$ cat config.mk
export PLATFORM = sky130hd
export DESIGN_NAME = mem_port_arbiter
export DESIGN_NICKNAME = d
export VERILOG_FILES = /design/src/rtl/mem_port_arbiter_pkg.sv /design/src/rtl/mem_port_arbiter_mux.sv /design/src/rtl/mem_port_arbiter.sv
export SDC_FILE = /design/constraint.sdc
export NUM_CORES = 1
export LEC_CHECK = 0
export CAP_MARGIN = 20
export CORE_AREA = 2 2 105 107
export DETAILED_ROUTE_END_ITERATION = 16
export DIE_AREA = 0 0 107 109
export GPL_ROUTABILITY_DRIVEN = 0
export GPL_TIMING_DRIVEN = 0
export PLACE_DENSITY = 0.72
export SKIP_CTS_REPAIR_TIMING = 1
export SLEW_MARGIN = 40
export SYNTH_ARGS = -nofsm -noshare
export SYNTH_HDL_FRONTEND = slang
export SYNTH_SLANG_ARGS = --single-unit
$ cat constraint.sdc
create_clock -name clk -period 2.45 [get_ports clk]
set_clock_uncertainty 0.1 [all_clocks]
set_input_delay 0.3675 -clock clk [delete_from_list [all_inputs] [get_ports clk]]
set_output_delay 0.3675 -clock clk [all_outputs]
set_load 0.02 [all_outputs]
$ cat src/rtl/mem_port_arbiter_pkg.sv
// Shared types and constants for the two-port memory arbiter.
package mem_port_arbiter_pkg;

  localparam int NUM_PORTS   = 2;
  localparam int DATA_W      = 32;
  localparam int CNT_W       = 8;
  localparam int TIMEOUT_DEF = 255;

  localparam logic PORT_FETCH = 1'b0;
  localparam logic PORT_LSU   = 1'b1;

  typedef enum logic [1:0] {
    ST_IDLE   = 2'b00,
    ST_ACCESS = 2'b01,
    ST_RESP   = 2'b10
  } state_e;

  typedef struct packed {
    logic              req;
    logic              we;
    logic [DATA_W-1:0] addr;
    logic [DATA_W-1:0] wdata;
  } port_req_t;

  // On a tie the port that did not win last tie gets the grant.
  function automatic logic arb_pick(input logic [NUM_PORTS-1:0] req, input logic last);
    return (req == 2'b11) ? ~last : req[1];
  endfunction

endpackage

$ cat src/rtl/mem_port_arbiter_mux.sv
// 32-bit 2:1 mux used for the shared memory address and write-data buses.
module Mux2to1_32 (
  input  logic [31:0] in0,
  input  logic [31:0] in1,
  input  logic        sel,
  output logic [31:0] out
);

  assign out = sel ? in1 : in0;

endmodule

$ cat src/rtl/mem_port_arbiter.sv
// Shares one memory port between fetch (port 0) and LSU (port 1); one
// transaction at a time, ack/err/rdata returned to the owner in RESP.
module mem_port_arbiter
  import mem_port_arbiter_pkg::*;
#(
  parameter int TIMEOUT = TIMEOUT_DEF
) (
  input  logic              clk,
  input  logic              rst_n,
  input  logic              req0,
  input  logic              req1,
  input  logic [DATA_W-1:0] addr0,
  input  logic [DATA_W-1:0] addr1,
  input  logic [DATA_W-1:0] wdata0,
  input  logic [DATA_W-1:0] wdata1,
  input  logic              we0,
  input  logic              we1,
  output logic              ack0,
  output logic              ack1,
  output logic              err,
  output logic [DATA_W-1:0] rdata,
  output logic              mem_req,
  output logic [DATA_W-1:0] mem_addr,
  output logic [DATA_W-1:0] mem_wdata,
  output logic              mem_we,
  input  logic              mem_ready,
  input  logic [DATA_W-1:0] mem_rdata,
  output logic              sel,
  output logic              busy
);

  localparam logic [CNT_W-1:0] CNT_LAST = CNT_W'(TIMEOUT - 1);

  port_req_t [NUM_PORTS-1:0] preq;
  logic      [NUM_PORTS-1:0] req_v;
  logic      [NUM_PORTS-1:0] we_v;

  assign preq[0] = {req0, we0, addr0, wdata0};
  assign preq[1] = {req1, we1, addr1, wdata1};

  // Bus slot 0 carries the address, slot 1 the write data.
  logic [1:0][DATA_W-1:0] bus0, bus1, bus_y;

  for (genvar p = 0; p < NUM_PORTS; p++) begin : g_port
    assign req_v[p] = preq[p].req;
    assign we_v[p]  = preq[p].we;
  end

  assign bus0 = {preq[0].wdata, preq[0].addr};
  assign bus1 = {preq[1].wdata, preq[1].addr};

  state_e                 state_q, state_d;
  logic                   sel_q, sel_d;
  logic                   last_q, last_d;
  logic [CNT_W-1:0]       cnt_q, cnt_d;
  logic [DATA_W-1:0]      rdata_q, rdata_d;
  logic                   err_q, err_d;
  logic [NUM_PORTS-1:0]   ack_q, ack_d;
  logic                   mem_req_q, mem_req_d;
  logic                   mem_we_q, mem_we_d;
  logic                   busy_q, busy_d;

  for (genvar g = 0; g < 2; g++) begin : g_mux
    Mux2to1_32 u_mux (
      .in0 (bus0[g]),
      .in1 (bus1[g]),
      .sel (sel_q),
      .out (bus_y[g])
    );
  end

  assign mem_addr  = bus_y[0];
  assign mem_wdata = bus_y[1];

  always_comb begin
    logic win;
    logic we_cur;
    win       = PORT_FETCH;
    we_cur    = we_v[sel_q];
    state_d   = state_q;
    sel_d     = sel_q;
    last_d    = last_q;
    cnt_d     = cnt_q;
    rdata_d   = rdata_q;
    err_d     = 1'b0;
    ack_d     = '0;
    mem_req_d = 1'b0;
    mem_we_d  = 1'b0;
    busy_d    = 1'b0;
    case (state_q)
      ST_IDLE: begin
        if (|req_v) begin
          win       = arb_pick(req_v, last_q);
          sel_d     = win;
          if (&req_v) last_d = win;
          cnt_d     = '0;
          state_d   = ST_ACCESS;
          mem_req_d = 1'b1;
          mem_we_d  = we_v[win];
          busy_d    = 1'b1;
        end
      end
      ST_ACCESS: begin
        busy_d = 1'b1;
        if (mem_ready) begin
          rdata_d       = we_cur ? '0 : mem_rdata;
          ack_d[sel_q]  = 1'b1;
          state_d       = ST_RESP;
        end else if (cnt_q == CNT_LAST) begin
          // Abort: owner still gets its ack, flagged with err.
          rdata_d       = '0;
          err_d         = 1'b1;
          ack_d[sel_q]  = 1'b1;
          state_d       = ST_RESP;
        end else begin
          cnt_d     = cnt_q + 1'b1;
          mem_req_d = 1'b1;
          mem_we_d  = we_cur;
        end
      end
      ST_RESP: begin
        state_d = ST_IDLE;
      end
      default: begin
        state_d = ST_IDLE;
      end
    endcase
  end

  always_ff @(posedge clk or negedge rst_n) begin
    if (!rst_n) begin
      state_q   <= ST_IDLE;
      sel_q     <= PORT_FETCH;
      last_q    <= PORT_LSU;
      cnt_q     <= '0;
      rdata_q   <= '0;
      err_q     <= 1'b0;
      ack_q     <= '0;
      mem_req_q <= 1'b0;
      mem_we_q  <= 1'b0;
      busy_q    <= 1'b0;
    end else begin
      state_q   <= state_d;
      sel_q     <= sel_d;
      last_q    <= last_d;
      cnt_q     <= cnt_d;
      rdata_q   <= rdata_d;
      err_q     <= err_d;
      ack_q     <= ack_d;
      mem_req_q <= mem_req_d;
      mem_we_q  <= mem_we_d;
      busy_q    <= busy_d;
    end
  end

  assign ack0    = ack_q[0];
  assign ack1    = ack_q[1];
  assign err     = err_q;
  assign rdata   = rdata_q;
  assign mem_req = mem_req_q;
  assign mem_we  = mem_we_q;
  assign sel     = sel_q;
  assign busy    = busy_q;

endmodule

==> flow_metrics.tcl, run 1 <==
set metrics [dict create \
    drive_gt1_frac 0.184 \
    pre_cts_slack_ns -0.427 \
    crit_chain "clkbuf_4 -> mux2_2 -> clkdlybuf4s50_1" \
    cp_num_buf_inv 2 \
    final_max_slew_viol_count 0 \
    hold_class "input port to async pin" \
    finalSetupTns_ns 0 \
    syn_inst 226 \
    grt_max_degree 45 \
    routedWlPerCell_um 20.8 \
    grtUsageMet2 0.384 \
    synth-seq-area-share 0.458 \
    clkLatencyLatePin_ns 0.29 \
    core-area_sq_um 10600 \
    yosysWarnings 0 \
    clock-root-buffer "clkbuf_8" \
    grt_pass1_vias 3117 \
    power_uw 5320 \
    antenna_found_initial 8 \
    port_buffers 269 \
    setup.worst_path.start_class "register" \
    path_delay_family "buffers and inverters" \
    cts_max_level 2 \
    grt.busiest_layer "met2" \
    vias 3062 \
    worstPathRequired_ns 1.98 \
    gr-usage-met1 0.258 \
    cts_buffers 5 \
    arrival_ns 1.92 \
    ys_seq_elements 50 \
    fp.dieH_um 109 \
    netlist_top_cells_area "dfrtp_1 (45%), mux2_2 (27%), a22o_1 (11%), nand3_1 (1.8%), clkbuf_1 (1.6%)" \
    peakVddDrop_mv 0.610 \
    area_delta_synth_final_pct 114 \
    worst_slack_ns 0.0578 \
    dieArea_sq_um 11700 \
    grt_pass1_wl_mm 18.9 \
    synthesis.area_sq_um 2730 \
    power.density_nw_per_um2 909 \
    ys_types 33 \
    die_x_um 107 \
    cts_tree "built" \
    finalNetCount 674 \
    worstSetupEndpointType "output port" \
    tightest_slew_ns 0.657 \
    worstSetupPathType "register to output port" \
    drc_errors 0 \
    crit_fanout 10 \
    rows 38 \
    p_leak_uw 0.00260 \
    rsz0062_at_grt "true" \
    ant_nets 0 \
    routed_wl_mm 13.5 \
    yosys.area.top_type_share 0.449 \
    met3_usage 0.107 \
    slowest_stage "clkdlybuf4s50_1" \
    cts.sink_count 50 \
    drt_iter0_markers 131 \
    synth.avg_cell_area_sq_um 12.1 \
    clk_pin_slew_worst_paths_ns 0.09 \
    maxCapViolCount 0 \
    vias_per_cell 4.72 \
    period_minus_slack_ns 2.39 \
    clockBufferDepth 2 \
    status "completed" \
    clock.fmax_mhz 418 \
    post-route-period-util 0.976 \
    relSlewSlack 0.559 \
    setup_violations 0 \
    globalRouteTotalUtil 0.225 \
    io_pins 270 \
    yosys.area.top_type "dfrtp_1" \
    hpwl_mm 11.6 \
    start_util 0.258 \
    final_cell_count_no_fill 649 \
    slowest_delay_ns 0.55 \
    synth_fp_nets 395 \
    drt_first_pass_iters 4 \
    hold_violations 0 \
    place_inst 636 \
    grt_remaining_overflow 0 \
]
cells by family (layout without fill, tap and decap cells):
group                    count (synthesis)  after routing  synth area share
buffers and inverters                   21            300            0.0339
multiplexers                            69             69             0.284
flip-flops                              50             50             0.458
AND/OR/NAND/NOR                         33             33            0.0614
XOR/XNOR                                 2              2           0.00641
other                                    0              4                 0
AO/OA/AOI/OAI                           49             49             0.147
adder cells (fa/ha/maj)                  2              2           0.00916
power breakdown:
group	internal [uW]	leakage (uW)	total, uW	switching (uW)
registers	1120	0.000652	1310	193
logic	1810	0.00189	3420	1610
clock network	327	0.0000573	588	261
through the flow:
stage	util	hold slack (ns)	instance area [sq um]
6_report	0.552	0.323	5850
5_1_grt	0.551	0.326	5850
4_1_cts	0.540	-0.226	5730
3_5_place_dp	0.530	0.0937	5620
3_3_place_gp	0.528	0.373	5600
2_1_floorplan	-	-0.0281	2730
cells in the final DEF (no fill, tap or decap), types with 6 or more instances in the layout:
cell type | netlist | layout
clkdlybuf4s50_1 | 0 | 241
clkbuf_8 | 0 | 6
mux2_2 | 65 | 65
o21ai_0 | 6 | 6
nand3_1 | 10 | 10
clkbuf_1 | 12 | 6
dlymetal6s2s_1 | 0 | 27
a22o_1 | 33 | 33
dfrtp_1 | 49 | 48
flip-flops by register name, indices dropped and copies added (netlist names):
name	count
sel	1
mem_req	1
rdata	32
state_q	2
last_q	1
mem_we	1
busy	1
err	1
ack_q	2
cnt_q	8
cell type report:
| class | instances | area [sq um] |
|---|---|---|
| inverters | 3 | 11.3 |
| plain buffers | 17 | 100 |
| flip-flops and latches | 50 | 1250 |
| fillers | 958 | 4750 |
| clock buffers | 6 | 82.6 |
| diodes | 4 | 10.0 |
| repair buffers | 273 | 2800 |
| well taps | 140 | 175 |
| clock inverters | 1 | 30.0 |
| multi-input cells | 155 | 1390 |
synthesized netlist by cell type, drive strengths merged:
cell    count
mux2       66
dfrtp      49
a22o       33
clkbuf     12
nand3      10
o21ai       7
buf         6
nand2       5
nor2        5
nor3        4
inv         3
mux2i       3
a21o        2
and3        2
ha          2
nand2b      2
o211ai      2
a21boi      1
a21oi       1
a31o        1
dfstp       1
nand4       1
nor2b       1
o21bai      1
o22ai       1
or2         1
or3b        1
or4         1
xnor2       1
xor2        1
final timing paths:
path | startpoint | to | slack, ns | cells after the start
max | sel | mem_wdata[11] | 0.06 | 3
min | rst_n | rdata[29] | 0.32 | 2
max reg2reg | cnt_q[0] | rdata[20] | 0.33 | 7
min reg2reg | state_q[1] | busy | 0.39 | 1
max in group asynchronous | rst_n | last_q | 1.45 | 3
min in group clk | state_q[1] | busy | 0.39 | 1
worst register-to-register path: cells and delay by family (launching register included):
family          cells  cell delay [ns]
fa+ha+maj           1             0.20
buf+inv             2             0.41
compound gates      2             0.70
flops               1             0.43
simple gates        2             0.22
layer usage:
metal / routed length, um / vias up
met5: 55 / -
li1: - / 1400
met4: 183 / 8
met3: 1690 / 19
met2: 6240 / 178
met1: 5360 / 1457
Note: power is estimated with default switching activity, not from simulation.
==> inputs of run 2 (changes only) <==
REMOVE_ABC_BUFFERS = 1   (was unset)
==> run 2 against run 1 <==
Effect of this change: worst hold slack improved by 0.064 ns; core utilization shrank 0.54 points; register-to-register slack improved by 0.14 ns; first-iteration DRC count shrank 9.2%; clock-buffer cell count unchanged; sequential power is essentially flat; total power decreased by 1.8%; setup slack lost 0.0071 ns; final cell count is 2.3% lower; combinational power barely moved.
==> flow_metrics.tcl, run 2 (same netlist as run 1, synthesis figures left out) <==
set metrics [dict create \
    tightest_slew_ns 0.629 \
    peakVddDrop_mv 0.523 \
    area_delta_synth_final_pct 112 \
    clock.fmax_mhz 417 \
    post-route-period-util 0.979 \
    relSlewSlack 0.580 \
    globalRouteTotalUtil 0.183 \
    ant_nets 0 \
    p_leak_uw 0.00244 \
    antenna_found_initial 3 \
    slowest_delay_ns 0.54 \
    port_buffers 269 \
    gr-usage-met1 0.220 \
    cts_tree "built" \
    grt_pass1_wl_mm 16.2 \
    clock-root-buffer "clkbuf_8" \
    dieArea_sq_um 11700 \
    core-area_sq_um 10600 \
    path_delay_family "buffers and inverters" \
    cts_buffers 5 \
    period_minus_slack_ns 2.40 \
    status "completed" \
    power.density_nw_per_um2 901 \
    grt_max_degree 41 \
    arrival_ns 1.93 \
    crit_fanout 31 \
    clockBufferDepth 2 \
    clk_pin_slew_worst_paths_ns 0.09 \
    drt_first_pass_iters 4 \
    power_uw 5220 \
    hold_violations 0 \
    finalNetCount 661 \
    worstSetupEndpointType "output port" \
    worstSetupPathType "register to output port" \
    routed_wl_mm 11.4 \
    setup.worst_path.start_class "register" \
    cts.sink_count 50 \
    io_pins 270 \
    fill_cells 887 \
    postLayoutCoreUtil 0.547 \
    crit_chain "buf_12 -> mux2_2 -> clkdlybuf4s50_1" \
    grt_remaining_overflow 0 \
    final_max_slew_viol_count 0 \
    maxCapViolCount 0 \
    cp_num_buf_inv 2 \
    hold_class "input port to async pin" \
    drt_iter0_markers 119 \
    drive_gt1_frac 0.183 \
    cts_max_level 2 \
    grt_pass1_vias 2998 \
    largest_register_ffs 32 \
    vias 2932 \
    met3_usage 0.0663 \
    startpoint "sel" \
    worstPathRequired_ns 1.98 \
    routedWlPerCell_um 18.0 \
    drc_errors 0 \
    slowest_stage "clkdlybuf4s50_1" \
    setup_violations 0 \
    die_x_um 107 \
    rows 38 \
    vias_per_cell 4.62 \
    hpwl_mm 8.90 \
    layout_commonest_cell "clkdlybuf4s50_1" \
    grt.busiest_layer "met2" \
    layout_common_cells "clkdlybuf4s50_1 (256), mux2_2 (65), dfrtp_1 (48)" \
    rr_startpoint "sel" \
    grtUsageMet2 0.308 \
    clkLatencyLatePin_ns 0.30 \
    fp.dieH_um 109 \
    start_util 0.258 \
]
## run 2: layer usage
metal  wire length (um)  part of all wire  vias up
li1                   -                 -     1384
met1               4510              0.40     1355
met2               5450              0.48      173
met3               1190              0.10       18
met4                264             0.023        2
met5                 13            0.0011        -
## run 2: layout make-up
| class | instances | area (sq um) | share of cell area |
|---|---|---|---|
| repair buffers | 277 | 2850 | 0.492 |
| flip-flops and latches | 50 | 1260 | 0.217 |
| clock buffers | 6 | 82.6 | 0.0142 |
| multi-input cells | 155 | 1400 | 0.242 |
| inverters | 3 | 11.3 | 0.00194 |
| clock inverters | 2 | 12.5 | 0.00216 |
| well taps | 140 | 175 | 0.0302 |
| diodes | 1 | 2.50 | 0.000432 |
## run 2: metrics by stage
step / worst slack (ns) / cell area, sq um / TNS (ns) / hold WS [ns] / std cells
6_report: 0.0507 / 5800 / 0 / 0.387 / 634
5_1_grt: -0.00152 / 5800 / -0.00152 / 0.399 / 634
4_1_cts: -0.369 / 5700 / -13.32 / -0.169 / 628
3_5_place_dp: -0.0281 / 5600 / -0.139 / 0.164 / 620
3_3_place_gp: -1.62 / 5520 / -165.02 / 0.374 / 617
2_1_floorplan: -0.687 / 2650 / -41.28 / -0.0281 / 208
## run 2: final timing paths
| kind | endpoint | slack, ns | cells after the start |
|---|---|---|---|
| worst max-delay path | mem_addr[25] | 0.05 | 3 |
| worst min-delay path | rdata[9] | 0.39 | 2 |
| worst max register to register | rdata[13] | 0.47 | 4 |
| worst min register to register | busy | 0.39 | 1 |
| max in group asynchronous | last_q | 1.36 | 3 |
| min in group clk | busy | 0.39 | 1 |
## run 2: power by group
group | internal [uW] | switching [uW] | total [uW] | leakage, uW
Combinational | 1850 | 1570 | 3420 | 0.00174
Sequential | 1120 | 189 | 1310 | 0.000652
Clock | 227 | 264 | 491 | 0.0000472
